$ cat src/rtl/handshake_buffer_2slot.sv
// handshake_buffer_2slot: two-entry valid/ready FIFO; all outputs come from flops, cutting the ready chain.
module handshake_buffer_2slot #(
    parameter int DATA_WIDTH = 32
) (
    input  logic                  clk,
    input  logic                  rst,
    input  logic [DATA_WIDTH-1:0] ins,
    input  logic                  ins_valid,
    output logic                  ins_ready,
    output logic [DATA_WIDTH-1:0] outs,
    output logic                  outs_valid,
    input  logic                  outs_ready
);
    typedef enum logic [1:0] {EMPTY, ONE, FULL} state_t;
    state_t                state;
    logic [DATA_WIDTH-1:0] slot [0:1];
    logic                  wr_ptr;
    logic                  rd_ptr;
    logic                  push;
    logic                  pop;
    assign push = ins_valid & ins_ready;
    assign pop  = outs_valid & outs_ready;
    assign outs = slot[rd_ptr];
    // ins_ready/outs_valid are registered alongside the state so neither depends on a live input
    always_ff @(posedge clk or negedge rst) begin
        if (!rst) begin
            state      <= EMPTY;
            wr_ptr     <= 1'b0;
            rd_ptr     <= 1'b0;
            slot[0]    <= '0;
            slot[1]    <= '0;
            outs_valid <= 1'b0;
            ins_ready  <= 1'b1;
        end else begin
            if (push) begin
                slot[wr_ptr] <= ins;
                wr_ptr       <= ~wr_ptr;
            end
            if (pop)
                rd_ptr <= ~rd_ptr;
            case (state)
                EMPTY: if (push) begin
                    state      <= ONE;
                    outs_valid <= 1'b1;
                end
                ONE: if (push && !pop) begin
                    state     <= FULL;
                    ins_ready <= 1'b0;
                end else if (!push && pop) begin
                    state      <= EMPTY;
                    outs_valid <= 1'b0;
                end
                FULL: if (pop) begin
                    state     <= ONE;
                    ins_ready <= 1'b1;
                end
                default: begin
                    state      <= EMPTY;
                    outs_valid <= 1'b0;
                    ins_ready  <= 1'b1;
                end
            endcase
        end
    end
endmodule

$ cat config.mk
export PLATFORM = sky130hd
export DESIGN_NAME = handshake_buffer_2slot
export DESIGN_NICKNAME = d
export VERILOG_FILES = /design/src/rtl/handshake_buffer_2slot.sv
export SDC_FILE = /design/constraint.sdc
export NUM_CORES = 1
export LEC_CHECK = 0
export BUFFER_PORTS_ARGS = -buffer_cell sky130_fd_sc_hd__buf_2
export CAP_MARGIN = 40
export CORE_ASPECT_RATIO = 1.75
export CORE_MARGIN = 5
export CORE_UTILIZATION = 60
export CTS_BUF_LIST = sky130_fd_sc_hd__clkbuf_2
export CTS_CLUSTER_DIAMETER = 100
export CTS_CLUSTER_SIZE = 20
export DETAILED_ROUTE_END_ITERATION = 10
export PLACE_DENSITY_LB_ADDON = 0.3
export SYNTH_ARGS = -nofsm -noshare
export SYNTH_HDL_FRONTEND = slang
export SYNTH_SLANG_ARGS = --single-unit
$ cat constraint.sdc
create_clock -name clk -period 3.01 [get_ports clk]
set_clock_uncertainty 0.1 [all_clocks]
set_input_delay 0.602 -clock clk [delete_from_list [all_inputs] [get_ports clk]]
set_output_delay 0.602 -clock clk [all_outputs]
set_load 0.03 [all_outputs]
==> metrics.txt, run 1 <==
status finished clean; Seq cells post-synth 70; final cell count without fillers 336; Worst Path Max Fanout 14; I/O pin cnt 70; final setup fails 0; Vias 1871; num rows 34; initial drt markers 48; postcts setup bufs 0; Num CTS Buffers 9; initial antenna violation count 0; # hold bufs at CTS 0; post-DP HPWL 4110 um; htree depth 3; DP Area 0.00350 sq mm; core region area around 0.0050 sq mm; total wire length 5710 um; Layout Nets roughly 320; reg-to-reg startpoint ins_ready; static leakage 1.72 nW; Max clock buf depth 2; fin. max-slew vios 0; post-layout min period 2.72 ns; headroom to the max-slew limit 44.3%; Via density 5.57; Setup crit start rd_ptr; power consumption 4.84 mW; synth warn 0; die height 104 um; number of diodes 0; worst hold slack 0.0834 ns; commonest non-fill, non-tap cell in the layout mux2_2; DRT Pass-1 Iters 4; placed insts 320; vias in the first global route 2050; design area 0.00368 sq mm; Max-Cap Viols 0; clk_lat worst skew roughly 0.49 ns; fillers 333; syn nets roughly 240; Setup crit end kind output port; Setup Crit Path Kind register to output port; CP startpoint kind register; first-pass GRT wire length 9690 um; commonest cells after routing, fill and taps aside mux2_2, buf_2, dfrtp_1, clkbuf_2; Worst Max-Slew Pin Slew 0.836 ns; Die Width 63.9 um; Final GP Congestion 0.790; Mapped Avg Cell Area 15.2 sq um; Mapped Area 0.00305 sq mm; Max rail drop VDD 0.00101 V; share of cells above drive strength 1 67.0%; Die ar. 0.00667 sq mm; RSZ-0062 raised after global routing no; CTS resizes 0; CTS tree built; Area Growth Syn to Fin 20.6%; cell count after synthesis around 200; critical path arrival 2.02 ns; Starting Density about three fifths; largest net degree at the start of global routing 38; critical path required time around 2.3 ns; clk root buf clkbuf_2; clk slew on worst S/H paths 0.18 ns; Final Cycle Share 90.4%; library cells used by synthesis 21; Setup TNS 0 ns; grt ovf 0; Power Density 1310 mW/mm^2; final hold vios 0; number of I/O port buffers a little under 70; clock tree sinks 70; post-synthesis sequential area ratio 57.4%; Fmax 0.368 GHz; GRT Util Overall 18.5%; DRC Markers 0; hold crit path type input pin to async pin; post-route ant nets 0; DR WL/cell 17.0 um
-- per-layer routing --
| metal | GRT usage, % | up-vias | wire [um] |
|---|---|---|---|
| met2 | 30.4 | 61 | 3030 |
| met1 | 22.5 | 922 | 2230 |
| met3 | 5.30 | 9 | 358 |
| li1 | - | 879 | - |
| met4 | 7.28 | 0 | 97 |
| met5 | 0 | - | 0 |
-- worst paths after layout --
path / endpoint / cells after the start / slack [ns]
max reg2reg: slot[21] / 3 / 1.31
max: outs[7] / 3 / 0.29
min: slot[58] / 1 / 0.08
max in group asynchronous: ins_ready / 2 / 1.99
min in group clk: slot[35] / 2 / 0.23
min reg2reg: slot[60] / 1 / 0.42
-- cells in the mapped netlist (all sizes together) --
| cell | n | area, sq um |
|---|---|---|
| nand3b | 1 | 7.51 |
| a21bo | 1 | 10.0 |
| clkbuf | 1 | 3.75 |
| or4bb | 1 | 11.3 |
| nor2b | 1 | 6.26 |
| nand4b | 1 | 8.76 |
| xnor2 | 2 | 17.5 |
| a32o | 1 | 10.0 |
| nand2b | 1 | 6.26 |
| dfrtp | 69 | 1730 |
| nand2 | 4 | 15.0 |
| dfstp | 1 | 26.3 |
| buf | 9 | 45.0 |
| nor2 | 1 | 3.75 |
| ha | 2 | 25.0 |
| mux2 | 96 | 1080 |
| inv | 4 | 15.0 |
| o221ai | 1 | 8.76 |
| o211ai | 2 | 15.0 |
| a21oi | 1 | 5.00 |
| nand3 | 1 | 5.00 |
-- power breakdown --
part | internal (mW) | switching (mW) | total [mW]
clock network | 0.437 | 0.322 | 0.759
logic | 1.09 | 1.30 | 2.38
registers | 1.42 | 0.274 | 1.69
-- cells by family after synthesis --
| logic type | count (synthesis) | synth area share [%] |
|---|---|---|
| multiplexers | 96 | 35.4 |
| flip-flops | 70 | 57.4 |
| buffers and inverters | 14 | 2.09 |
| AND/OR/NAND/NOR | 11 | 2.09 |
| AO/OA/AOI/OAI | 6 | 1.60 |
| XOR/XNOR | 2 | 0.574 |
| adder cells (fa/ha/maj) | 2 | 0.820 |
-- metrics by stage --
stage | utilization [%] | setup slack [ns]
3_5_place_dp | 70.3 | 0.796
2_1_floorplan | - | 1.15
4_1_cts | 74.0 | 0.216
3_3_place_gp | 69.8 | 0.780
6_report | 74.0 | 0.289
5_1_grt | 74.0 | 0.165
-- sequential cells by signal (all words and copies together), names as in the netlist --
signal,cells
state,2
ins_ready,1
slot,64
rd_ptr,1
outs_valid,1
wr_ptr,1
-- worst max-delay path, cell delays in order, from the launching register on --
cell and delay [ns]:
dfrtp_1 0.65, buf_4 0.33, mux2_2 0.38, buf_2 0.18
-- area by class of cell --
class	count	area [sq um]	share of cell area [%]
multi-input combinational	117	1240	33.7
clock inverter	7	136	3.70
inverter	4	15.0	0.408
tap	54	67.6	1.84
sequential	70	1750	47.6
timing repair buffer	75	423	11.5
clock buffer	9	45.0	1.22
Note: power is estimated with default switching activity, not from simulation.
==> run 2, diff against run 1 <==
--- a/config.mk
+++ b/config.mk
@@ -5,16 +5,18 @@
 export SDC_FILE = /design/constraint.sdc
 export NUM_CORES = 1
 export LEC_CHECK = 0
+export ABC_AREA = 1
 export BUFFER_PORTS_ARGS = -buffer_cell sky130_fd_sc_hd__buf_2
 export CAP_MARGIN = 40
 export CORE_ASPECT_RATIO = 1.75
 export CORE_MARGIN = 5
-export CORE_UTILIZATION = 60
-export CTS_BUF_LIST = sky130_fd_sc_hd__clkbuf_2
+export CORE_UTILIZATION = 58
+export CTS_BUF_LIST = sky130_fd_sc_hd__clkbuf_16
 export CTS_CLUSTER_DIAMETER = 100
 export CTS_CLUSTER_SIZE = 20
 export DETAILED_ROUTE_END_ITERATION = 10
 export PLACE_DENSITY_LB_ADDON = 0.3
+export SLEW_MARGIN = 20
 export SYNTH_ARGS = -nofsm -noshare
 export SYNTH_HDL_FRONTEND = slang
 export SYNTH_SLANG_ARGS = --single-unit
==> run 2 against run 1 <==
  * Die area up 6.9%
  * Via count is 40% higher
  * Flip-flop and latch count stayed put
  * Routed wire length is 20% higher
  * Final area grew 4.6%
  * Cell count rose by 57%
  * Register-to-register slack got worse by 0.04 ns
  * Clock-buffer cell count did not move
  * Critical path type unchanged
  * Largest cell class unchanged
==> metrics.txt, run 2 <==
post-route ant nets 0; placed insts about 510; Largest Register slot; Die Width 66.0 um; total wire length 6840 um; share of cells above drive strength 1 25.6%; library cells used by synthesis 20; biggest regs slot: 64 flops, state: 2 flops; cell accounting for the most synthesized area dfrtp_1; storage element area 0.00175 sq mm; first-pass GRT wire length approximately 12000 um; hold crit path type input pin to async pin; Starting Density 60.1%; Setup TNS 0 ns; post-layout min period 2.18 ns; commonest non-fill, non-tap cell in the layout nand2_1; largest net degree at the start of global routing 65; top cells by area, synth dfrtp_1, nand2_1, o21ai_2; core region area 0.00530 sq mm; Fmax 0.459 GHz; post-synthesis sequential area ratio roughly 55%; worst hold slack approximately 0.24 ns; Worst Path Max Fanout 15; async set-reset flop share out of synthesis 100%; Final GP Congestion about 0.86; Seq cells post-synth 70; synth warn 0; Setup Crit Path Kind register to output port; Max rail drop VDD 0.000363 V; syn nets 420; status finished clean; reg-to-reg critical path endpoint slot[44]; CP startpoint kind register; max reg flops 64; htree depth 3; Max-Cap Viols 0; num rows 35; grt ovf 0; Worst R2R Setup Slack 1.27 ns; number of diodes 0; critical path required time 2.31 ns; Final Cycle Share slightly above 70%; Worst Max-Slew Pin Slew 0.733 ns; Area Growth Syn to Fin 20.9%; design area 0.00385 sq mm; initial drt markers 246; final setup fails 0; CTS resizes 0; # hold bufs at CTS 0; area of the multi-input gates between 0.001 and 0.0015 sq mm; headroom to the max-slew limit 51.1%; post-DP HPWL 4520 um; Vias between 2000 and 3000; Die ar. 0.00713 sq mm; Max clock buf depth 2; fillers ~400; Layout Nets 486; Mapped Area around 0.0032 sq mm; die height 108 um; most common cell in the netlist nand2_1; Num CTS Buffers 9; Synth top area share 54.2%; GRT Util Overall between 20% and 30%; Setup crit end kind output port; reg2reg path depth 5; commonest cells after routing, fill and taps aside nand2_1, buf_2, dfrtp_1, inv_1, o21ai_0; CTS tree built; Post-synth top flop dfrtp_1; final cell count without fillers ~530; I/O pin cnt 70; DRC Markers 0; fin. max-slew vios 0; Post-synth EDFFs 0; final hold vios 0; final core utilization 72.7%; RSZ-0062 raised after global routing no; reg-to-reg startpoint ins_ready; vias in the first global route 2642; critical path arrival 1.48 ns; clk slew on worst S/H paths 0.06 ns; static leakage 2.22 nW; number of I/O port buffers 69; initial antenna violation count 0; Mapped Avg Cell Area 8.34 sq um; DP Area 0.00357 sq mm; Synth top cells by count nand2_1, dfrtp_1, inv_1; clock tree sinks 70; Power Density 517 mW/mm^2; DRT Pass-1 Iters 4; DR WL/cell 13.0 um; cell count after synthesis 382; clk root buf clkbuf_16; clk_lat worst skew 0.32 ns; postcts setup bufs 0; Via density approximately 5.0
[run 2: cell types whose count changed after synthesis, moves of 5 or more]
cell / before / now
inv_1: 4 / 36
mux2_2: 96 / 0
o21ai_2: 0 / 23
nand2_1: 4 / 177
o21ai_0: 0 / 33
clkbuf_1: 1 / 10
buf_6: 0 / 6
o21ai_1: 0 / 9
buf_2: 9 / 4
[run 2: kinds of logic after synthesis]
family / count (synthesis) / synth area share, %
fa+ha+maj: 2 / 0.785
compound gates: 68 / 13.6
simple gates: 184 / 22.1
xor+xnor: 1 / 0.275
buf+inv: 57 / 8.29
flops: 70 / 55.0
[run 2: layout make-up]
class / count / area share, %
flip-flops and latches: 70 / 45.5
clock buffers: 9 / 5.85
well taps: 74 / 2.40
repair buffers: 75 / 10.8
inverters: 37 / 3.61
clock inverters: 7 / 1.49
multi-input cells: 255 / 30.3
[run 2: where the power goes]
group          switching (mW)  leakage, nW  internal [mW]
combinational          0.0389         1.10         0.0216
clock                   0.362        0.151          0.628
sequential                  0        0.964          0.942
total                   0.401         2.22           1.59
[run 2: worst max-delay path by stage]
stage                         start  endpoint  slack (ns)  cells after the start
after floorplan              rd_ptr   outs[0]        1.18                      5
after global placement    ins_valid  slot[16]        1.18                      6
after detailed placement  ins_valid  slot[12]        1.14                      6
after CTS                    rd_ptr  outs[26]        0.81                      5
after global routing         rd_ptr  outs[15]        0.70                      5
final                        rd_ptr  outs[14]        0.83                      5
[run 2: per-stage QoR]
stage                     setup WS (ns)  power, mW
after CTS                         0.815       2.01
final                             0.832       1.99
after floorplan                    1.18      0.973
after global placement             1.18       1.02
after global routing              0.704       2.07
after detailed placement           1.14       1.02
[run 2: metal layers]
metal  GRT usage (%)  up-vias  share of wire, %
li1                -     1303                 -
met1            24.0     1227                39
met2            38.0       70                54
met3            4.57       12               5.2
met4            8.58        0               1.9
met5               0        -                 0
[run 2: worst max-delay path: stages, from the launching register on]
cell,delay (ns)
dfrtp_1,0.34
clkinv_1,0.23
buf_4,0.29
nand2_1,0.08
nand2_1,0.04
buf_2,0.17
